$ cat config.mk
export PLATFORM = sky130hd
export DESIGN_NAME = updown_counter_gen
export DESIGN_NICKNAME = d
export VERILOG_FILES = /design/src/rtl/updown_counter_gen.sv
export SDC_FILE = /design/constraint.sdc
export NUM_CORES = 1
export LEC_CHECK = 0
export BUFFER_PORTS_ARGS = -buffer_cell sky130_fd_sc_hd__buf_2
export CAP_MARGIN = 20
export CORE_ASPECT_RATIO = 1.1
export CORE_MARGIN = 3
export CORE_UTILIZATION = 50
export DETAILED_ROUTE_END_ITERATION = 10
export PLACE_DENSITY = 0.76
export SLEW_MARGIN = 20
export SYNTH_ARGS = -nofsm -noshare
export SYNTH_HDL_FRONTEND = slang
export SYNTH_SLANG_ARGS = --single-unit
$ cat constraint.sdc
create_clock -name clk -period 2.35 [get_ports clk]
set_clock_uncertainty 0.2 [all_clocks]
set_input_delay 0.1175 -clock clk [delete_from_list [all_inputs] [get_ports clk]]
set_output_delay 0.1175 -clock clk [all_outputs]
set_load 0.01 [all_outputs]
$ cat src/rtl/updown_counter_gen.sv
// Up/down counter with prescaler, wrap or saturate bounds, binary or
// packed-BCD counting, sticky overflow, terminal-count pulse and a
// holdable display snapshot.
module updown_counter_gen #(
    parameter int WIDTH   = 8,
    parameter int PRESC_W = 4
) (
    input  logic               clk,
    input  logic               rst_n,     // synchronous, active-high
    input  logic               en,
    input  logic               up,
    input  logic               down,
    input  logic               load,
    input  logic [WIDTH-1:0]   load_val,
    input  logic               sat_mode,
    input  logic               bcd_mode,
    input  logic               hold,
    input  logic [PRESC_W-1:0] presc,
    output logic [WIDTH-1:0]   count,
    output logic [WIDTH-1:0]   snap,
    output logic               tc,
    output logic               ovf
);

    localparam int               DIGITS  = WIDTH / 4;
    localparam logic [WIDTH-1:0] BIN_MAX = {WIDTH{1'b1}};
    localparam logic [WIDTH-1:0] BCD_MAX = {DIGITS{4'h9}};

    // Packed-BCD increment; returns {carry out of the top digit, result}.
    // A digit above 9 is treated like 9: it becomes 0 and carries.
    function automatic logic [WIDTH:0] bcd_inc(input logic [WIDTH-1:0] v);
        logic [WIDTH-1:0] r;
        logic             c;
        logic [3:0]       d;
        r = v;
        c = 1'b1;
        for (int i = 0; i < DIGITS; i++) begin
            d = v[4*i +: 4];
            if (c) begin
                if (d >= 4'd9) begin
                    r[4*i +: 4] = 4'd0;
                    c           = 1'b1;
                end else begin
                    r[4*i +: 4] = d + 4'd1;
                    c           = 1'b0;
                end
            end
        end
        return {c, r};
    endfunction

    // Packed-BCD decrement; returns {borrow out of the top digit, result}.
    // A digit above 9 is corrected to 9 and absorbs the borrow.
    function automatic logic [WIDTH:0] bcd_dec(input logic [WIDTH-1:0] v);
        logic [WIDTH-1:0] r;
        logic             b;
        logic [3:0]       d;
        r = v;
        b = 1'b1;
        for (int i = 0; i < DIGITS; i++) begin
            d = v[4*i +: 4];
            if (b) begin
                if (d == 4'd0) begin
                    r[4*i +: 4] = 4'd9;
                    b           = 1'b1;
                end else if (d > 4'd9) begin
                    r[4*i +: 4] = 4'd9;
                    b           = 1'b0;
                end else begin
                    r[4*i +: 4] = d - 4'd1;
                    b           = 1'b0;
                end
            end
        end
        return {b, r};
    endfunction

    logic [PRESC_W-1:0] pcnt;
    logic               tick;
    logic               step;
    logic [WIDTH:0]     inc_res;   // {hit upper bound, incremented value}
    logic [WIDTH:0]     dec_res;   // {hit lower bound, decremented value}
    logic [WIDTH-1:0]   max_val;
    logic [WIDTH-1:0]   count_nxt;
    logic               tc_nxt;
    logic               ovf_nxt;

    // Tick decode, step arithmetic and bound handling for the next count.
    // NOTE: every signal gets a default first so no path can leave one unassigned and infer a latch.
    always_comb begin
        tick      = en && (pcnt == presc);
        step      = tick && (up ^ down);
        max_val   = bcd_mode ? BCD_MAX : BIN_MAX;
        inc_res   = bcd_mode ? bcd_inc(count)
                             : ({1'b0, count} + (WIDTH+1)'(1));
        dec_res   = bcd_mode ? bcd_dec(count)
                             : {count == '0, count - WIDTH'(1)};
        count_nxt = count;
        tc_nxt    = 1'b0;
        ovf_nxt   = ovf;

        if (step) begin
            if (up) begin
                if (inc_res[WIDTH]) begin
                    count_nxt = sat_mode ? max_val : '0;
                    tc_nxt    = 1'b1;
                    ovf_nxt   = 1'b1;
                end else begin
                    count_nxt = inc_res[WIDTH-1:0];
                    tc_nxt    = sat_mode && (inc_res[WIDTH-1:0] == max_val);
                end
            end else begin
                if (dec_res[WIDTH]) begin
                    count_nxt = sat_mode ? '0 : max_val;
                    tc_nxt    = 1'b1;
                    ovf_nxt   = 1'b1;
                end else begin
                    count_nxt = dec_res[WIDTH-1:0];
                    tc_nxt    = sat_mode && (dec_res[WIDTH-1:0] == '0);
                end
            end
        end
    end

    // Prescaler, count, terminal-count pulse and sticky overflow registers.
    // NOTE: state registers use non-blocking assignments so every flop samples pre-edge values.
    always_ff @(posedge clk) begin
        if (rst_n) begin
            pcnt  <= '0;
            count <= '0;
            tc    <= 1'b0;
            ovf   <= 1'b0;
        end else if (load) begin
            pcnt  <= '0;
            count <= load_val;
            tc    <= 1'b0;
            ovf   <= 1'b0;
        end else begin
            if (en) begin
                pcnt <= tick ? '0 : pcnt + PRESC_W'(1);
            end
            count <= count_nxt;
            tc    <= tc_nxt;
            ovf   <= ovf_nxt;
        end
    end

    // Display snapshot: follows count one edge late, frozen while hold is high.
    always_ff @(posedge clk) begin
        if (rst_n) begin
            snap <= '0;
        end else if (!hold) begin
            snap <= count;
        end
    end

endmodule

==> flow_summary.yaml, run 1 <==
floorplan:
  die-area_mm2: 0.00474
  num_rows: 23
  coreArea_mm2: 0.00371
  ios: 39
  die_y_um: 71.9
  initial_utilization_pct: 53.2
  die_x_um: 65.9
finish:
  layout-drive-gt1-share_pct: 34.7
  syn_to_final_growth_pct: 30.8
  final_area_mm2: 0.00258
  nets: 348
  antenna_cells: 0
  num-fill-cells: 276
logic_synthesis:
  synth_top_area_share_pct: 22.3
  netlist_instances: 258
  syn_area_mm2: 0.00198
  ys_ff_latch: 22
  async_reset_ff_share_pct: 0
  ys_types: 66
  synth-warning-count: 0
  yosys_most_used_dff: "dfxtp_1"
  synth_common_cells: "dfxtp_1 (22), nor2_1 (19), a21oi_1 (17)"
  ys_top_cells_by_area: "dfxtp_1 (22%), mux2i_1 (6.1%), ha_1 (5.1%)"
  synth.most_common_cell: "dfxtp_1"
  yosys.area.top_type: "dfxtp_1"
  syn_nets: 287
  syn_avg_cell_area_um2: 7.66
  synth_edf_count: 0
  synth_seq_area_share_pct: 22.3
timing:
  tightest_slew_ns: 0.751
  setup_tns_ns: 0
  min_period_over_period_pct: 99.3
  setup_viol: 0
  whs_ns: -0.00850
  fmax_mhz: 429
  drv_slew: 0
  relSlewSlack_pct: 49.3
  post-route-min-period_ns: 2.33
  rsz0062_at_grt: "yes"
  hold_viol: 1
global_route:
  grt_pass1_vias: 1986
  antenna_found_initial: 0
  grt_overflow: 0
  grt_pass1_wl_mm: 9.52
  track_usage_pct: 25.2
  grt_max_degree: 24
power:
  ir_drop_uv: 349
  power_density_mw_per_mm2: 446
  p_total_mw: 1.15
  p_leak_nw: 1.13
setup_path:
  cp_cell_sequence: "inv_2 -> ha_1 -> buf_4 -> nor3b_1 -> nor4_1 -> nand3b_1 -> inv_1 -> a211oi_2 -> o32ai_1"
  end_kind: "flop"
  critPathSlowestCell: "dfxtp_2"
  cp-start-kind: "flop"
  cp_max_fo: 5
  cpLargestDelayFamily: "simple AND/OR/NAND/NOR gates"
  cpPeakStageDelay_ns: 0.41
  crit_buf_inv: 3
  required_ns: 2.29
  critical_path_class: "reg -> reg"
  arrival_ns: 2.27
cts:
  clk_path_buf_depth: 2
  path_clk_slew_ns: 0.07
  cts_tree: "yes"
  clock_sinks: 22
  root_buffer: "clkbuf_8"
  clkLatencyLatePin_ns: 0.26
  cts_buffers: 3
  htree_levels: 1
run_status:
  outcome: "finished with violations"
  violations: "hold timing"
detailed_routing:
  wirelength_mm: 6.05
  ant_nets: 0
  drc: 0
  num_vias: 2262
  drt_first_pass_iters: 5
  via_per_inst: 6.16
  wire_per_inst_um: 16.5
  drt_iter0_drc: 242
min_path:
  min-delay-path-class: "in -> reg"
placed_design:
  dp_hpwl_mm: 4.44
  place_congestion: 0.973
  placed_area_mm2: 0.00237
  io_buffers: 38
flow_run:
  drv_cap: 0
-- final timing paths --
kind                    startpoint                    end  slack [ns]  cells past startpoint
max          count[4]$_SDFFE_PP0P_  count[4]$_SDFFE_PP0P_        0.02                      9
min                    load_val[0]  count[0]$_SDFFE_PP0P_      -0.009                      3
min reg2reg       ovf$_SDFFE_PP0P_       ovf$_SDFFE_PP0P_        0.27                      1
max reg2reg  count[4]$_SDFFE_PP0P_  count[4]$_SDFFE_PP0P_        0.02                      9
-- placed cells by master (no fill, tap or decap), types with 3 or more instances in the layout --
cell type      netlist  routed
xnor2_1              3       3
inv_2                0       4
a211oi_2             1       3
nor3b_2              1       3
buf_4                2      33
dfxtp_2              0       4
dlygate4sd3_1        0       3
nand3_1             11      10
or2_2                3       3
o22ai_1              3       3
nand2_1             16      16
nand2b_1             5       5
buf_2                5      38
a31oi_1              4       4
clkbuf_8             0       3
dfxtp_1             22      17
a21oi_1             17      16
nor4_1               5       4
nor2_1              19      19
a211oi_1             7       5
xor2_1               8       8
o21ai_0             13      12
nor3_1              10       9
o221ai_1             3       3
nand3b_1             3       3
mux2i_1             12      12
ha_1                 8       5
inv_1               10       6
o21ai_1              3       3
-- cell type report --
class | instances | area [um^2] | area share, %
clock buffers | 3 | 41.3 | 1.60
inverters | 10 | 37.5 | 1.45
multi-input cells | 206 | 1490 | 57.8
flip-flops and latches | 22 | 449 | 17.4
well taps | 50 | 62.6 | 2.42
repair buffers | 76 | 499 | 19.3
-- through the flow --
stage               setup WS [ns]  std cells  util, %  hold slack [ns]
detailed placement        -0.0626        356     63.8            0.224
global placement        -0.000708        356     63.8            0.218
CTS                       0.00388        362     65.8         0.000827
finish                     0.0173        367     69.6         -0.00850
global route              -0.0667        367     69.6           0.0186
floorplan                -0.00764        258        -            0.109
-- per-layer routing --
layer / vias up / wire, um / track usage, % / part of all wire (%)
met3: 19 / 496 / 2.01 / 8.2
met5: - / 0 / 0 / 0
met1: 1041 / 2440 / 34.6 / 40
met2: 116 / 2940 / 42.4 / 49
met4: 0 / 180 / 6.77 / 3.0
li1: 1086 / - / - / -
-- report_power, final --
part / switching (mW) / internal (mW) / leakage, nW
logic: 0.277 / 0.230 / 0.924
registers: 0.0259 / 0.392 / 0.182
clock network: 0.112 / 0.114 / 0.0216
total: 0.415 / 0.736 / 1.13
-- what timing repair did --
action                     CTS  global route
hold buffers                 3             0
buffers inserted             0             5
hold endpoints to repair     4             0
setup endpoints to repair    2            10
gates resized for setup      1            28
pin swaps                    0             8
-- kinds of logic after synthesis --
family	after synthesis	synth area share, %
compound gates	76	26.2
mux	13	6.65
simple gates	98	28.2
buf+inv	30	6.78
flops	22	22.3
xor+xnor	11	4.88
fa+ha+maj	8	5.07
-- state kept, by name, summed over array words and instances (netlist names) --
signal  count
count       8
snap        8
pcnt        4
ovf         1
tc          1
-- worst reg2reg max path: stages (launching register included) --
cell and delay, ns:
dfxtp_2 0.41, inv_2 0.08, ha_1 0.20, buf_4 0.14
nor3b_1 0.14, nor4_1 0.37, nand3b_1 0.24, inv_1 0.09
a211oi_2 0.23, o32ai_1 0.11
No activity file was read; power rests on OpenSTA's default activity.
==> run 2: changes to the inputs <==
--- a/config.mk
+++ b/config.mk
@@ -12,6 +12,7 @@
 export CORE_UTILIZATION = 50
 export DETAILED_ROUTE_END_ITERATION = 10
 export PLACE_DENSITY = 0.76
+export REMOVE_ABC_BUFFERS = 1
 export SLEW_MARGIN = 20
 export SYNTH_ARGS = -nofsm -noshare
 export SYNTH_HDL_FRONTEND = slang
==> run 2 against run 1 <==
Net effect: die area unchanged; critical path depth decreased by 1; combinational power increased by 10%; sequential cell count unchanged; setup slack improved by 0.026 ns; via count increased by 5.5%; final cell count increased by 3.8%; the flow still finishes with violations (hold timing); worst hold slack improved by 0.0030 ns; sequential power about the same; total power increased by 16%.
==> flow_summary.yaml, run 2 (same netlist as run 1, synthesis figures left out) <==
timing:
  min_period_over_period_pct: 98.2
  post-route-min-period_ns: 2.31
  whs_ns: -0.00552
  rsz0062_at_grt: "yes"
  relSlewSlack_pct: 49.9
  drv_slew: 0
  fmax_mhz: 433
  setup_tns_ns: 0
  tightest_slew_ns: 0.742
  hold_viol: 1
  setup_viol: 0
placed_design:
  place_congestion: 1.01
  dp.cells: 367
  io_buffers: 38
  placed_area_mm2: 0.00246
  dp_hpwl_mm: 4.83
min_path:
  hold-path-cell-count: 3
  min-delay-path-class: "in -> reg"
detailed_routing:
  wire_per_inst_um: 18.2
  drt_first_pass_iters: 7
  via_per_inst: 6.27
  wirelength_mm: 6.94
  drc: 0
  num_vias: 2387
  ant_nets: 0
  drt_iter0_drc: 174
floorplan:
  initial_utilization_pct: 53.2
  ios: 39
  die_x_um: 65.9
  die_y_um: 71.9
  num_rows: 23
  coreArea_mm2: 0.00371
  die-area_mm2: 0.00474
finish:
  syn_to_final_growth_pct: 40.7
  layout-drive-gt1-share_pct: 39.6
  final_common_cell: "buf_4"
  final_area_mm2: 0.00278
  nets: 361
  finalNonFillerCells: 381
  reg_top3: "count (8), snap (8), pcnt (4)"
  utilization_pct: 74.9
  final_cell_mix: "buf_4 (45), buf_2 (38), nor2_1 (19)"
  antenna_cells: 0
run_status:
  outcome: "finished with violations"
  violations: "hold timing"
setup_path:
  reg2reg_depth: 8
  cp_common_cell: "a211oi_2"
  cp.depth: 8
  cp-start-kind: "flop"
  cp_max_fo: 4
  critical_path_class: "reg -> reg"
  crit_buf_inv: 1
  required_ns: 2.28
  cpLargestDelayFamily: "compound AO/OA/AOI/OAI gates"
  critPathSlowestCell: "or3b_4"
  end_kind: "flop"
  cp_cell_sequence: "inv_4 -> ha_4 -> or3b_4 -> nand3_4 -> o21ai_4 -> a311o_1 -> a211oi_2 -> a211oi_2"
  cpPeakStageDelay_ns: 0.43
  arrival_ns: 2.24
global_route:
  track_usage_pct: 28.0
  grt_pass1_wl_mm: 10.4
  grt_overflow: 0
  grt_max_degree: 23
  grt_pass1_vias: 2190
  antenna_found_initial: 0
power:
  p_leak_nw: 1.23
  power_density_mw_per_mm2: 480
  ir_drop_uv: 493
  p_total_mw: 1.33
cts:
  clock_sinks: 22
  root_buffer: "clkbuf_8"
  htree_levels: 1
  clkLatencyLatePin_ns: 0.27
  path_clk_slew_ns: 0.08
  cts_buffers: 3
  cts_tree: "yes"
  clk_path_buf_depth: 2
flow_run:
  drv_cap: 0
run 2: cell count changes in the layout (fill, tap and decap cells not counted), moves of 2 or more:
cell     before  now
buf_4        33   45
dfxtp_4       1    3
inv_2         4    0
inv_1         6    8
inv_4         0    2
nor3_1        9    7
nor3_2        1    3
run 2: report_power, final:
group / internal [mW] / total (mW) / switching (mW)
Sequential: 0.391 / 0.421 / 0.0295
Clock: 0.228 / 0.356 / 0.128
Combinational: 0.259 / 0.558 / 0.299
run 2: cell type report:
type | instances | area (um^2)
repair buffers | 89 | 609
flip-flops and latches | 22 | 455
fillers | 259 | 933
clock inverters | 1 | 30.0
inverters | 10 | 42.5
multi-input cells | 206 | 1540
clock buffers | 3 | 41.3
well taps | 50 | 62.6
run 2: tightest hold or removal path, cell delays in order:
cell and delay (ns):
buf_2 0.09, o221ai_1 0.16, a31oi_1 0.05
run 2: metal layers:
metal / track usage, % / wire (um) / vias to the layer above
met5: 0 / 0 / -
met4: 11.5 / 266 / 0
met3: 4.33 / 540 / 26
met2: 46.9 / 3290 / 149
met1: 35.7 / 2840 / 1106
li1: - / - / 1106
run 2: path summary, 6_finish.rpt:
| kind | startpoint | slack (ns) | endpoint |
|---|---|---|---|
| worst min register to register | ovf$_SDFFE_PP0P_ | 0.29 | ovf$_SDFFE_PP0P_ |
| worst max register to register | count[1]$_SDFFE_PP0P_ | 0.04 | count[0]$_SDFFE_PP0P_ |
| worst min-delay path | load_val[2] | -0.006 | count[2]$_SDFFE_PP0P_ |
| worst max-delay path | count[1]$_SDFFE_PP0P_ | 0.04 | count[0]$_SDFFE_PP0P_ |
run 2: repair_timing:
item | CTS | global route
hold endpoints to repair | 3 | 0
hold buffers | 3 | 0
gates resized for setup | 3 | 38
setup buffers | 0 | 7
pin swaps | 1 | 15
setup endpoints to repair | 6 | 9
run 2: stage by stage:
step	setup WS [ns]	hold WS, ns
floorplan	-0.0970	-0.0134
global placement	0.00284	0.241
detailed placement	-0.0885	0.260
CTS	0.00493	0.00565
global route	-0.0620	0.0168
finish	0.0431	-0.00552
==> run 3: changes to the inputs <==
--- a/config.mk
+++ b/config.mk
@@ -11,7 +11,7 @@
 export CORE_MARGIN = 3
 export CORE_UTILIZATION = 50
 export DETAILED_ROUTE_END_ITERATION = 10
-export PLACE_DENSITY = 0.76
+export PLACE_DENSITY_LB_ADDON = 0.12
 export REMOVE_ABC_BUFFERS = 1
 export SLEW_MARGIN = 20
 export SYNTH_ARGS = -nofsm -noshare
==> run 3 against run 2 <==
Net effect: the flow now finishes without violations; via count decreased by 4.9%; sequential cell count unchanged; largest power group unchanged; global-route usage decreased by 0.85 points; clock-buffer cell count unchanged; final cell count decreased by 2.9%; utilization decreased by 5.1 points; first-iteration DRC count decreased by 4.0%; non-clock buffer count decreased by 11; critical endpoint is now tc$_SDFF_PP0_; register-to-register slack improved by 0.03 ns; final area decreased by 6.8%; setup slack improved by 0.031 ns; highest routed layer unchanged; combinational power decreased by 11%.
==> flow_summary.yaml, run 3 (same netlist as run 1, synthesis figures left out) <==
run_status:
  outcome: "finished clean"
global_route:
  grt_overflow: 0
  grt_pass1_wl_mm: 10.1
  antenna_found_initial: 0
  track_usage_pct: 27.1
  grt_max_degree: 27
  grt_pass1_vias: 1951
finish:
  layout-drive-gt1-share_pct: 31.6
  finalNonFillerCells: 370
  final_area_mm2: 0.00259
  reg_top3: "count (8), snap (8), pcnt (4)"
  final_cell_mix: "buf_2 (38), buf_4 (33), nor2_1 (19), dfxtp_1 (19), nand2_1 (16)"
  final_common_cell: "buf_2"
  utilization_pct: 69.8
  syn_to_final_growth_pct: 31.2
  nets: 350
  antenna_cells: 0
placed_design:
  dp.cells: 361
  dp_hpwl_mm: 4.72
  io_buffers: 38
  place_ws_ns: 0.0196
  place_congestion: 1.01
  placed_area_mm2: 0.00241
detailed_routing:
  num_vias: 2269
  via_per_inst: 6.13
  drt_iter0_drc: 167
  drc: 0
  ant_nets: 0
  wirelength_mm: 6.32
  wire_per_inst_um: 17.1
  drt_first_pass_iters: 4
timing:
  whs_ns: 0.0129
  worst_slack_ns: 0.0745
  fmax_mhz: 439
  drv_slew: 0
  rsz0062_at_grt: "yes"
  relSlewSlack_pct: 51.7
  setup_viol: 0
  tightest_slew_ns: 0.715
  post-route-min-period_ns: 2.28
  min_period_over_period_pct: 96.8
  hold_viol: 0
  setup_tns_ns: 0
floorplan:
  die-area_mm2: 0.00474
  die_x_um: 65.9
  initial_utilization_pct: 53.2
  die_y_um: 71.9
  ios: 39
  num_rows: 23
  coreArea_mm2: 0.00371
power:
  p_sw_share_pct: 33.6
  power.switching_uw: 427
  p_leak_nw: 1.15
  power_density_mw_per_mm2: 491
  ir_drop_uv: 489
  power.internal_uw: 845
  clockPowerShare_pct: 28.2
  combPwrFrac_pct: 39.0
  seq_power_share_pct: 32.8
  p_total_mw: 1.27
cts:
  htree_levels: 1
  path_clk_slew_ns: 0.09
  clk_path_buf_depth: 2
  clock_sinks: 22
  clkLatencyLatePin_ns: 0.26
  root_buffer: "clkbuf_8"
  cts_buffers: 3
  cts_tree: "yes"
setup_path:
  required_ns: 2.35
  end_kind: "flop"
  cp-start-kind: "flop"
  critical_path_class: "reg -> reg"
  cp_max_fo: 6
  arrival_ns: 2.28
min_path:
  min-delay-path-class: "in -> reg"
flow_run:
  drv_cap: 0
[run 3: timing repair]
action                                  in CTS  in global routing
cloned                                       0                  0
hold buffers                                 5                  0
endpoints found under the hold margin        6                  0
endpoints found under the setup margin       2                 10
pin swaps                                    0                  6
buffers inserted                             0                  0
resized for setup                            1                 17
[run 3: critical path: stages (launching register included)]
cell      delay [ns]
dfxtp_1         0.34
inv_1           0.12
ha_2            0.22
buf_4           0.16
mux2i_1         0.09
or3_1           0.38
a21oi_2         0.19
o2111a_1        0.25
a32oi_1         0.11
a21boi_1        0.15
[run 3: per-layer routing]
layer  track usage [%]  vias to the layer above  share of wire, %
li1                  -                     1095                 -
met1              39.0                     1052                45
met2              43.2                      110                47
met3              3.41                       12               5.9
met4              6.55                        0               2.2
met5                 0                        -                 0
[run 3: power groups by stage]
stage               logic [mW]  registers (mW)  clock network (mW)
floorplan                0.235           0.442                   0
global placement         0.458           0.421                   0
detailed placement       0.461           0.422                   0
CTS                      0.472           0.413               0.363
global route             0.541           0.419               0.375
finish                   0.497           0.417               0.359
[run 3: worst paths after layout]
kind,from,end,slack (ns),cells past startpoint
max,count[1]$_SDFFE_PP0P_,tc$_SDFF_PP0_,0.07,9
max reg2reg,count[1]$_SDFFE_PP0P_,tc$_SDFF_PP0_,0.07,9
min,en,pcnt[1]$_SDFFE_PP0P_,0.01,3
min reg2reg,snap[4]$_SDFFE_PP0N_,snap[4]$_SDFFE_PP0N_,0.30,2
[run 3: cell type report]
| class | count | area [um^2] |
|---|---|---|
| Clock buffer | 3 | 41.3 |
| Fill cell | 310 | 1120 |
| Timing Repair Buffer | 78 | 519 |
| Sequential cell | 22 | 444 |
| Tap cell | 50 | 62.6 |
| Inverter | 10 | 37.5 |
| Multi-Input combinational cell | 206 | 1460 |
| Clock inverter | 1 | 30.0 |
